### src/rtl/shiftreg_bidir_seq.sv
// WIDTH-bit bidirectional shift register with parallel load and a counted shift sequencer (Busy/Done).
// Optional rotate mode enabled by defining SHIFTREG_ROTATE_EN.
module shiftreg_bidir_seq #(
    parameter int WIDTH = 4,
    parameter int AW    = $clog2(WIDTH) + 1
) (
    input  logic             CLK,
    input  logic             Clear,
    input  logic             LD,
    input  logic [WIDTH-1:0] InP,
    input  logic             InS,
    input  logic             RL,
    input  logic             Rot,
    input  logic             Start,
    input  logic [AW-1:0]    Amt,
    output logic [WIDTH-1:0] D,
    output logic             OutS,
    output logic             Busy,
    output logic             Done
);

    typedef enum logic {IDLE = 1'b0, SHIFT = 1'b1} state_t;

    state_t           state, state_nxt;
    logic [WIDTH-1:0] d_nxt;
    logic             outs_nxt, done_nxt;
    logic [AW-1:0]    count, count_nxt, amt_sat;
    logic             dir, dir_nxt;
    logic             fill_in, fill_in_nxt;
    logic             rot, rot_nxt;
    logic             out_bit, fill;

    assign amt_sat = (Amt > AW'(WIDTH)) ? AW'(WIDTH) : Amt;
    assign out_bit = dir ? D[WIDTH-1] : D[0];

`ifdef SHIFTREG_ROTATE_EN
    assign fill = rot ? out_bit : fill_in;
`else
    // Rot is still latched so both builds share one register map; it just never steers the fill.
    logic unused_rot;
    assign unused_rot = rot;
    assign fill       = fill_in;
`endif

    assign Busy = (state == SHIFT);

    always_comb begin
        state_nxt   = state;
        d_nxt       = D;
        outs_nxt    = OutS;
        done_nxt    = 1'b0;
        count_nxt   = count;
        dir_nxt     = dir;
        fill_in_nxt = fill_in;
        rot_nxt     = rot;
        if (LD) begin
            // a load also aborts any sequence in flight, without a Done pulse
            d_nxt     = InP;
            state_nxt = IDLE;
            count_nxt = '0;
        end else begin
            case (state)
                IDLE: begin
                    if (Start) begin
                        dir_nxt     = RL;
                        fill_in_nxt = InS;
                        rot_nxt     = Rot;
                        count_nxt   = amt_sat;
                        if (amt_sat == '0) done_nxt  = 1'b1;
                        else               state_nxt = SHIFT;
                    end
                end
                SHIFT: begin
                    d_nxt     = dir ? {D[WIDTH-2:0], fill} : {fill, D[WIDTH-1:1]};
                    outs_nxt  = out_bit;
                    count_nxt = count - AW'(1);
                    if (count == AW'(1)) begin
                        state_nxt = IDLE;
                        done_nxt  = 1'b1;
                    end
                end
                default: state_nxt = IDLE;
            endcase
        end
    end

    always_ff @(posedge CLK) begin
        if (Clear) begin
            state   <= IDLE;
            D       <= '0;
            OutS    <= 1'b0;
            Done    <= 1'b0;
            count   <= '0;
            dir     <= 1'b0;
            fill_in <= 1'b0;
            rot     <= 1'b0;
        end else begin
            state   <= state_nxt;
            D       <= d_nxt;
            OutS    <= outs_nxt;
            Done    <= done_nxt;
            count   <= count_nxt;
            dir     <= dir_nxt;
            fill_in <= fill_in_nxt;
            rot     <= rot_nxt;
        end
    end

endmodule

### config.mk
export PLATFORM = sky130hd
export DESIGN_NAME = shiftreg_bidir_seq
export DESIGN_NICKNAME = d
export VERILOG_FILES = /design/src/rtl/shiftreg_bidir_seq.sv
export SDC_FILE = /design/constraint.sdc
export NUM_CORES = 1
export LEC_CHECK = 0
export ABC_AREA = 0
export CAP_MARGIN = 20
export CELL_PAD_IN_SITES_DETAIL_PLACEMENT = 1
export CELL_PAD_IN_SITES_GLOBAL_PLACEMENT = 1
export CORE_AREA = 2 2 49 51
export CTS_BUF_LIST = sky130_fd_sc_hd__clkbuf_8
export CTS_CLUSTER_DIAMETER = 120
export DETAILED_ROUTE_END_ITERATION = 8
export DIE_AREA = 0 0 51 53
export PLACE_DENSITY_LB_ADDON = 0.1
export SLEW_MARGIN = 5
export SYNTH_ARGS = -nofsm -noshare
export SYNTH_HDL_FRONTEND = slang
export SYNTH_SLANG_ARGS = --single-unit
### constraint.sdc
create_clock -name CLK -period 1 [get_ports CLK]
set_input_delay 0.1 -clock CLK [delete_from_list [all_inputs] [get_ports CLK]]
set_output_delay 0.1 -clock CLK [all_outputs]
set_load 0.05 [all_outputs]
# [Word level (Yosys, flattened, before mapping)]
# Cells that the tools add are included.
[totals] input_bits=14 output_inout_bits=7 word_cells=33 regBits=12
[op_classes] n_eq_ne=2 addsub=1 n_reduce_logical=5 mux=15 order_cmp=1 bitwise=2
[op_table] op="two-way mux 4 bit" n=3
[op_table] op="two-way mux 1 bit" n=7
[op_table] op="two-way mux 3 bit" n=2
[op_table] op="one-hot mux 3 bit (2 select lines)" n=1
[op_table] op="one-hot mux 1 bit (2 select lines)" n=2
[op_table] op="equality test 3 x 1 -> 1 bit, second input constant" n=1
[op_table] op="greater-than comparator 3 bit, second input constant" n=1
[op_table] op="zero test 3 bit" n=1
[op_table] op="AND reduction 3 bit" n=1
[op_table] op="subtractor 3 x 1 -> 3 bit, second input constant" n=1
[op_table] op="inequality test 2 bit, second input constant" n=1
[op_table] op="NOT 1 bit" n=2
[op_table] op="AND reduction 2 bit" n=1
[op_table] op="nonzero test 2 bit" n=1
[op_table] op="OR reduction 2 bit" n=1

# [Longest topological paths before layout]
# Gate-level depths: netlist of run 1.
[logic_depth] depth_word=6 depth_mapped=5 depth_no_buf=5

# [Worst setup path before layout of run 1]
# Ideal clock, no wire load.
[synth_timing] kind="register -> register" startpoint="register state, in the netlist Busy" endpoint="register count[2]" period_less_slack_ps=1381 path_stages_with_launch=5 path_buffers=1 setup_slack_ps=-381 t_arrival_ps=1253 required_ps=872 setup_ps=128 path_cell_list="dfxtp_1 -> buf_6 -> and3b_1 -> a221oi_1 -> nor3_1"
[synth_via] elab_chain_cells=2 elab_cells_between_ends=3 cone_classes="eq/ne (1); mux (1); bitwise (1)"
[synth_lines] item="from (decl)" line="24" rtl="state_t state, state_nxt;"
[synth_lines] item="from (signal assigned)" line="98" rtl="state <= state_nxt;"
[synth_lines] item="NOT 1 bit"
[synth_lines] item="one-hot mux 3 bit (2 select lines) or inequality test 2 bit (tied branches)"
[synth_lines] item="to (signal assigned)" line="102" rtl="count <= count_nxt;"
[synth_lines] item="to (decl)" line="27" rtl="logic [AW-1:0] count, count_nxt, amt_sat;"
# Several ways; a longest one is shown, not always the timed one.
# A chain may end at the register's enable or synchronous reset.

# [Worst setup path in the final report of run 1]
[layout_timing] startpoint="register state, in the netlist Busy" endpoint="output Busy"
[layout_lines] item="to (decl)" line="18" rtl="output logic Busy,"
# No word-level cell between the ends.

==> results of run 1 <==
## through the flow
| step | hold WS, ns | utilization (%) |
|---|---|---|
| 6_report | 0.405 | 53.7 |
| 5_1_grt | 0.428 | 53.7 |
| 4_1_cts | 0.405 | 52.7 |
| 3_5_place_dp | 0.539 | 48.2 |
| 3_3_place_gp | 0.524 | 48.2 |
| 2_1_floorplan | 0.233 | - |
## layout make-up
cell class / count / area [sq um] / area share (%)
well taps: 28 / 35.0 / 3.04
flip-flops and latches: 12 / 251 / 21.8
clock buffers: 3 / 41.3 / 3.58
inverters: 2 / 7.51 / 0.651
multi-input cells: 51 / 417 / 36.1
repair buffers: 36 / 398 / 34.5
clock inverters: 1 / 3.75 / 0.325
## layer usage
layer | track usage [%] | wire [um]
met2 | 25.1 | 866
met5 | 0 | 0
met4 | 10.4 | 43
met1 | 20.3 | 892
met3 | 2.54 | 69
## what timing repair did
item,4_1_cts,5_1_grt
hold endpoints to repair,0,0
setup endpoints to repair,12,12
setup buffers,2,0
pin swaps,1,0
gates resized for setup,11,8
## critical path, cell delays in order, from the launching register on
cell,delay (ns)
dfxtp_4,0.42
buf_4,0.16
buf_12,0.13
## registers in the layout, indices dropped and copies added (netlist names)
register	cells
Done	1
D	4
count	3
dir	1
fill	1
OutS	1
Busy	1
## where the power goes
group          switching [mW]  internal (mW)  total [mW]
Sequential             0.0295          0.504       0.534
Clock                   0.191          0.271       0.462
Combinational           0.166          0.203       0.369
Total                   0.386          0.978        1.36
## kinds of logic (layout without fill, tap and decap cells)
kind of cell / count (synthesis) / after routing / share of synthesized area [%]
AOI/OAI and AO/OA: 17 / 17 / 18.0
adders and majority gates: 2 / 2 / 3.87
buffers and inverters: 7 / 42 / 8.12
DFF: 12 / 12 / 37.1
muxes: 8 / 8 / 12.4
and+or+nand+nor: 24 / 24 / 20.5
## layout by cell type, fill, tap and decap left out, types with 2 or more instances in the layout
master,synthesis,routed
buf_4,1,16
clkdlybuf4s50_1,0,10
nor2_1,10,8
mux2i_1,8,8
buf_12,0,8
dfxtp_2,0,6
nand2_1,6,6
dfxtp_1,12,5
a211o_1,4,4
a21oi_1,6,3
a21oi_2,0,3
clkbuf_8,0,3
inv_2,0,2
nor2_2,0,2
dlygate4sd2_1,0,2
## how the worst min path moves through the flow
stage,startpoint,endpoint
finish,LD,Busy
global route,InP[3],D[3]
CTS,InP[0],D[0]
detailed placement,fill,fill
global placement,fill,fill
floorplan,InP[0],D[0]
==> impl_metrics.tcl, run 1 <==
set metrics [dict create \
    status "finished, violations left" \
    violations "negative setup slack" \
    r2r_slack_ns -0.05 \
    layout-drive-gt1-share_pct 48.6 \
    cp-endpoint "Busy" \
    yosys.area.top_type "dfxtp_1" \
    synth_nets 86 \
    fmax_mhz 938 \
    die_area_sq_um 2700 \
    grt_overflow 0 \
    worst_setup_path_end_kind "primary output" \
    peakVddDrop_v 0.000797 \
    grt_pass1_wl_mm 3.11 \
    cts_tree "yes" \
    setup_tns_ns -0.321 \
    path_max_fanout 10 \
    syn2layout_area_growth_pct 78.3 \
    finalNonFillerCells 133 \
    cts.sinks 12 \
    grt_usage_pct 16.0 \
    worstReg2RegStart "Busy" \
    clock_latency_ns 0.25 \
    synth_ff_type "dfxtp_1" \
    final_area_sq_um 1150 \
    antenna_found_initial 0 \
    synthDistinctLibCells 24 \
    gp_congestion 0.747 \
    setup_ws_ns -0.0656 \
    wl_per_cell_um 14.1 \
    synth.area.top_cells "dfxtp_1 37%, mux2i_1 12%, nor2_1 5.8%, a211o_1 5.4%, buf_6 5.2%" \
    reg2reg_depth 3 \
    grt_pass1_vias 657 \
    fp-row-count 17 \
    synth-async-reset-ratio_pct 0 \
    clkTransAtPathRegs_ns 0.06 \
    synth_edf_count 0 \
    core_area_sq_um 2150 \
    period_share_pct 107 \
    cts_buffer_depth 2 \
    cts-root-buf "clkbuf_8" \
    dp_cells 127 \
    max_slew_margin_pct 83.0 \
    yosys.cell_count.top_type "dfxtp_1" \
    fillers 243 \
    arrival_ns 0.97 \
    ys_ff_latch 12 \
    place_ws_ns -0.308 \
    setup_violations 8 \
    finalHoldViolCount 0 \
    portBuffers 19 \
    grt_max_degree 11 \
    r2r-end "count[2]" \
    htreeDepth 1 \
    first_iter_violations 5 \
    skew_ns 0.00813 \
    num_vias 634 \
    drv_cap 0 \
    drv_slew 0 \
    synth_commonest_cells "12 x dfxtp_1, 10 x nor2_1, 8 x mux2i_1, 6 x a21oi_1, 6 x nand2_1" \
    whs_path_depth 4 \
    vias_per_cell 4.77 \
    hold_path_class "in -> reg" \
    fp.dieW_um 51 \
    critPathKind "reg -> out" \
    crit_start "Busy" \
    drc 0 \
    power_mw 1.36 \
    place_hpwl_mm 1.35 \
    diodes 0 \
    rsz0062_at_grt "true" \
    seq_area_frac_synth_pct 37.1 \
    placed_area_sq_um 1040 \
    io_pins 21 \
    routed_wl_mm 1.87 \
    synth-warning-count 0 \
    period_needed_ns 1.07 \
    power_leakage_nw 0.457 \
    synthCells 70 \
    tightestPinTransition_ns 0.253 \
    required_ns 0.90 \
    dr.pass1.iters 3 \
    power_per_cell_area_nw_per_um2 1180 \
    start_util_pct 30.1 \
    numCtsBuffers 3 \
    netlist.area_leader.share_pct 37.1 \
    die_h_um 53 \
    layout.nets 122 \
    ant_nets 0 \
    syn_avg_cell_area_sq_um 9.24 \
    hold_buffers 0 \
    syn_area_sq_um 647 \
    critPathLaunchType "flip-flop" \
]
Power figures use the tool's default switching activity.
==> run 2: changes to the inputs <==
CORE_AREA = 2 2 51 53   (was 2 2 49 51)
CTS_BUF_LIST = sky130_fd_sc_hd__clkbuf_8 sky130_fd_sc_hd__clkbuf_16   (was sky130_fd_sc_hd__clkbuf_8)
DIE_AREA = 0 0 53 55   (was 0 0 51 53)
GPL_ROUTABILITY_DRIVEN = 0   (was unset)
SETUP_SLACK_MARGIN = 0.02   (was unset)
==> impl_metrics.tcl, run 2 (synthesis gave the netlist of run 1 again) <==
set metrics [dict create \
    status "finished, violations left" \
    violations "negative setup slack" \
    power_per_cell_area_nw_per_um2 1150 \
    finalHoldViolCount 0 \
    cts_tree "yes" \
    grt_use_met3_pct 3.76 \
    final_common_cell "buf_4" \
    io_pins 21 \
    grt_usage_pct 15.3 \
    peakVddDrop_v 0.000622 \
    tightestPinTransition_ns 0.298 \
    reg_top3 "D (4), count (3)" \
    layout-drive-gt1-share_pct 49.1 \
    hold_path_class "in -> reg" \
    fillers 274 \
    worstReg2RegStart "Busy" \
    critical_path_buf_inv_count 2 \
    path_max_fanout 8 \
    grt_pass1_vias 717 \
    drc 0 \
    antenna_found_initial 0 \
    busiest_layer "met2" \
    critPathLaunchType "flip-flop" \
    crit_chain "buf_4 > buf_4 > a211o_1 > a21oi_2" \
    drv_cap 0 \
    crit_family "compound AO/OA/AOI/OAI gates" \
    use_met2_pct 30.0 \
    final_cell_mix "16 x buf_4, 10 x clkdlybuf4s50_1, 9 x nor2_1" \
    power_leakage_nw 0.475 \
    multiInputGateArea_sq_um 415 \
    start_util_pct 27.4 \
    dr.pass1.iters 3 \
    r2r-end "D[1]" \
    register_area_sq_um 254 \
    required_ns 1.17 \
    diodes 0 \
    die_area_sq_um 2920 \
    wl_per_cell_um 14.3 \
    max_slew_margin_pct 80.1 \
    crit_start "Busy" \
    rsz0062_at_grt "true" \
    grt_max_degree 10 \
    period_share_pct 110 \
    ant_nets 0 \
    fp-row-count 18 \
    hold_buffers 0 \
    critical_path.max_stage_delay_ns 0.37 \
    finalNonFillerCells 136 \
    clkTransAtPathRegs_ns 0.06 \
    setup_violations 8 \
    period_needed_ns 1.10 \
    setup_ws_ns -0.0973 \
    htreeDepth 1 \
    vias_per_cell 4.81 \
    routed_wl_mm 1.94 \
    cp-endpoint "D[1]" \
    die_h_um 55 \
    largest_reg_flops 4 \
    cts_buffer_depth 2 \
    cts-root-buf "clkbuf_8" \
    path_common_cell "buf_4" \
    critPathKind "reg -> reg" \
    met1_usage_pct 15.9 \
    grt_overflow 0 \
    layout.nets 123 \
    regMostFlops "D" \
    numCtsBuffers 3 \
    core_area_sq_um 2360 \
    dp_cells 128 \
    grt_pass1_wl_mm 3.17 \
    drv_slew 0 \
    first_iter_violations 3 \
    hold_slack_ns 0.192 \
    power_mw 1.34 \
    clock_latency_ns 0.24 \
    fp.dieW_um 53 \
    portBuffers 19 \
    reg2reg_depth 4 \
    crit_path_top_delay_cell "dfxtp_4" \
    r2r_slack_ns -0.1 \
    place_hpwl_mm 1.38 \
    worst_setup_path_end_kind "flip-flop" \
    arrival_ns 1.26 \
    syn2layout_area_growth_pct 80.5 \
    cts.sinks 12 \
    fmax_mhz 911 \
    num_vias 654 \
    crit_cells 4 \
    skew_ns 0.00555 \
]
run 2: where the power goes:
group | leakage (nW) | switching [mW] | total [mW] | internal (mW)
sequential | 0.102 | 0.0309 | 0.534 | 0.503
combinational | 0.346 | 0.166 | 0.368 | 0.202
clock | 0.0269 | 0.174 | 0.444 | 0.270
total | 0.475 | 0.370 | 1.34 | 0.974
run 2: per-layer routing:
metal / up-vias / wire, um
met1: 318 / 779
met5: - / 0
met3: 2 / 93
met2: 14 / 1060
met4: 0 / 10
li1: 320 / -
run 2: final cells by class:
| cell class | instances | share of cell area (%) |
|---|---|---|
| clock buffers | 3 | 3.54 |
| clock inverters | 1 | 0.322 |
| inverters | 2 | 0.643 |
| multi-input cells | 51 | 35.6 |
| flip-flops and latches | 12 | 21.8 |
| well taps | 30 | 3.22 |
| repair buffers | 37 | 34.9 |
run 2: through the flow:
step / utilization, % / setup TNS [ns] / setup slack [ns] / instance area, sq um
after floorplan: - / -0.800 / -0.123 / 677
after global placement: 43.6 / -2.68 / -0.303 / 1030
after detailed placement: 43.6 / -2.92 / -0.308 / 1030
after CTS: 46.6 / -0.669 / -0.107 / 1100
after global routing: 49.4 / -0.875 / -0.175 / 1170
final: 49.4 / -0.394 / -0.0973 / 1170
run 2: worst register-to-register path, cell delays in order, from the launching register on:
cell,delay [ns]
dfxtp_4,0.37
buf_4,0.15
buf_4,0.13
a211o_1,0.27
a21oi_2,0.11
run 2: repair_timing:
item | 4_1_cts | 5_1_grt
cloned | 0 | 0
gates resized for setup | 5 | 17
setup buffers | 2 | 2
setup endpoints to repair | 11 | 13
pin swaps | 0 | 5
run 2: worst min path at each step:
stage,start,endpoint,slack (ns),depth (start not counted)
global route,LD,count[2],0.23,2
floorplan,InP[0],D[0],0.23,2
global placement,OutS,OutS,0.53,2
CTS,InP[0],D[0],0.41,3
finish,LD,count[2],0.19,2
detailed placement,OutS,OutS,0.54,2
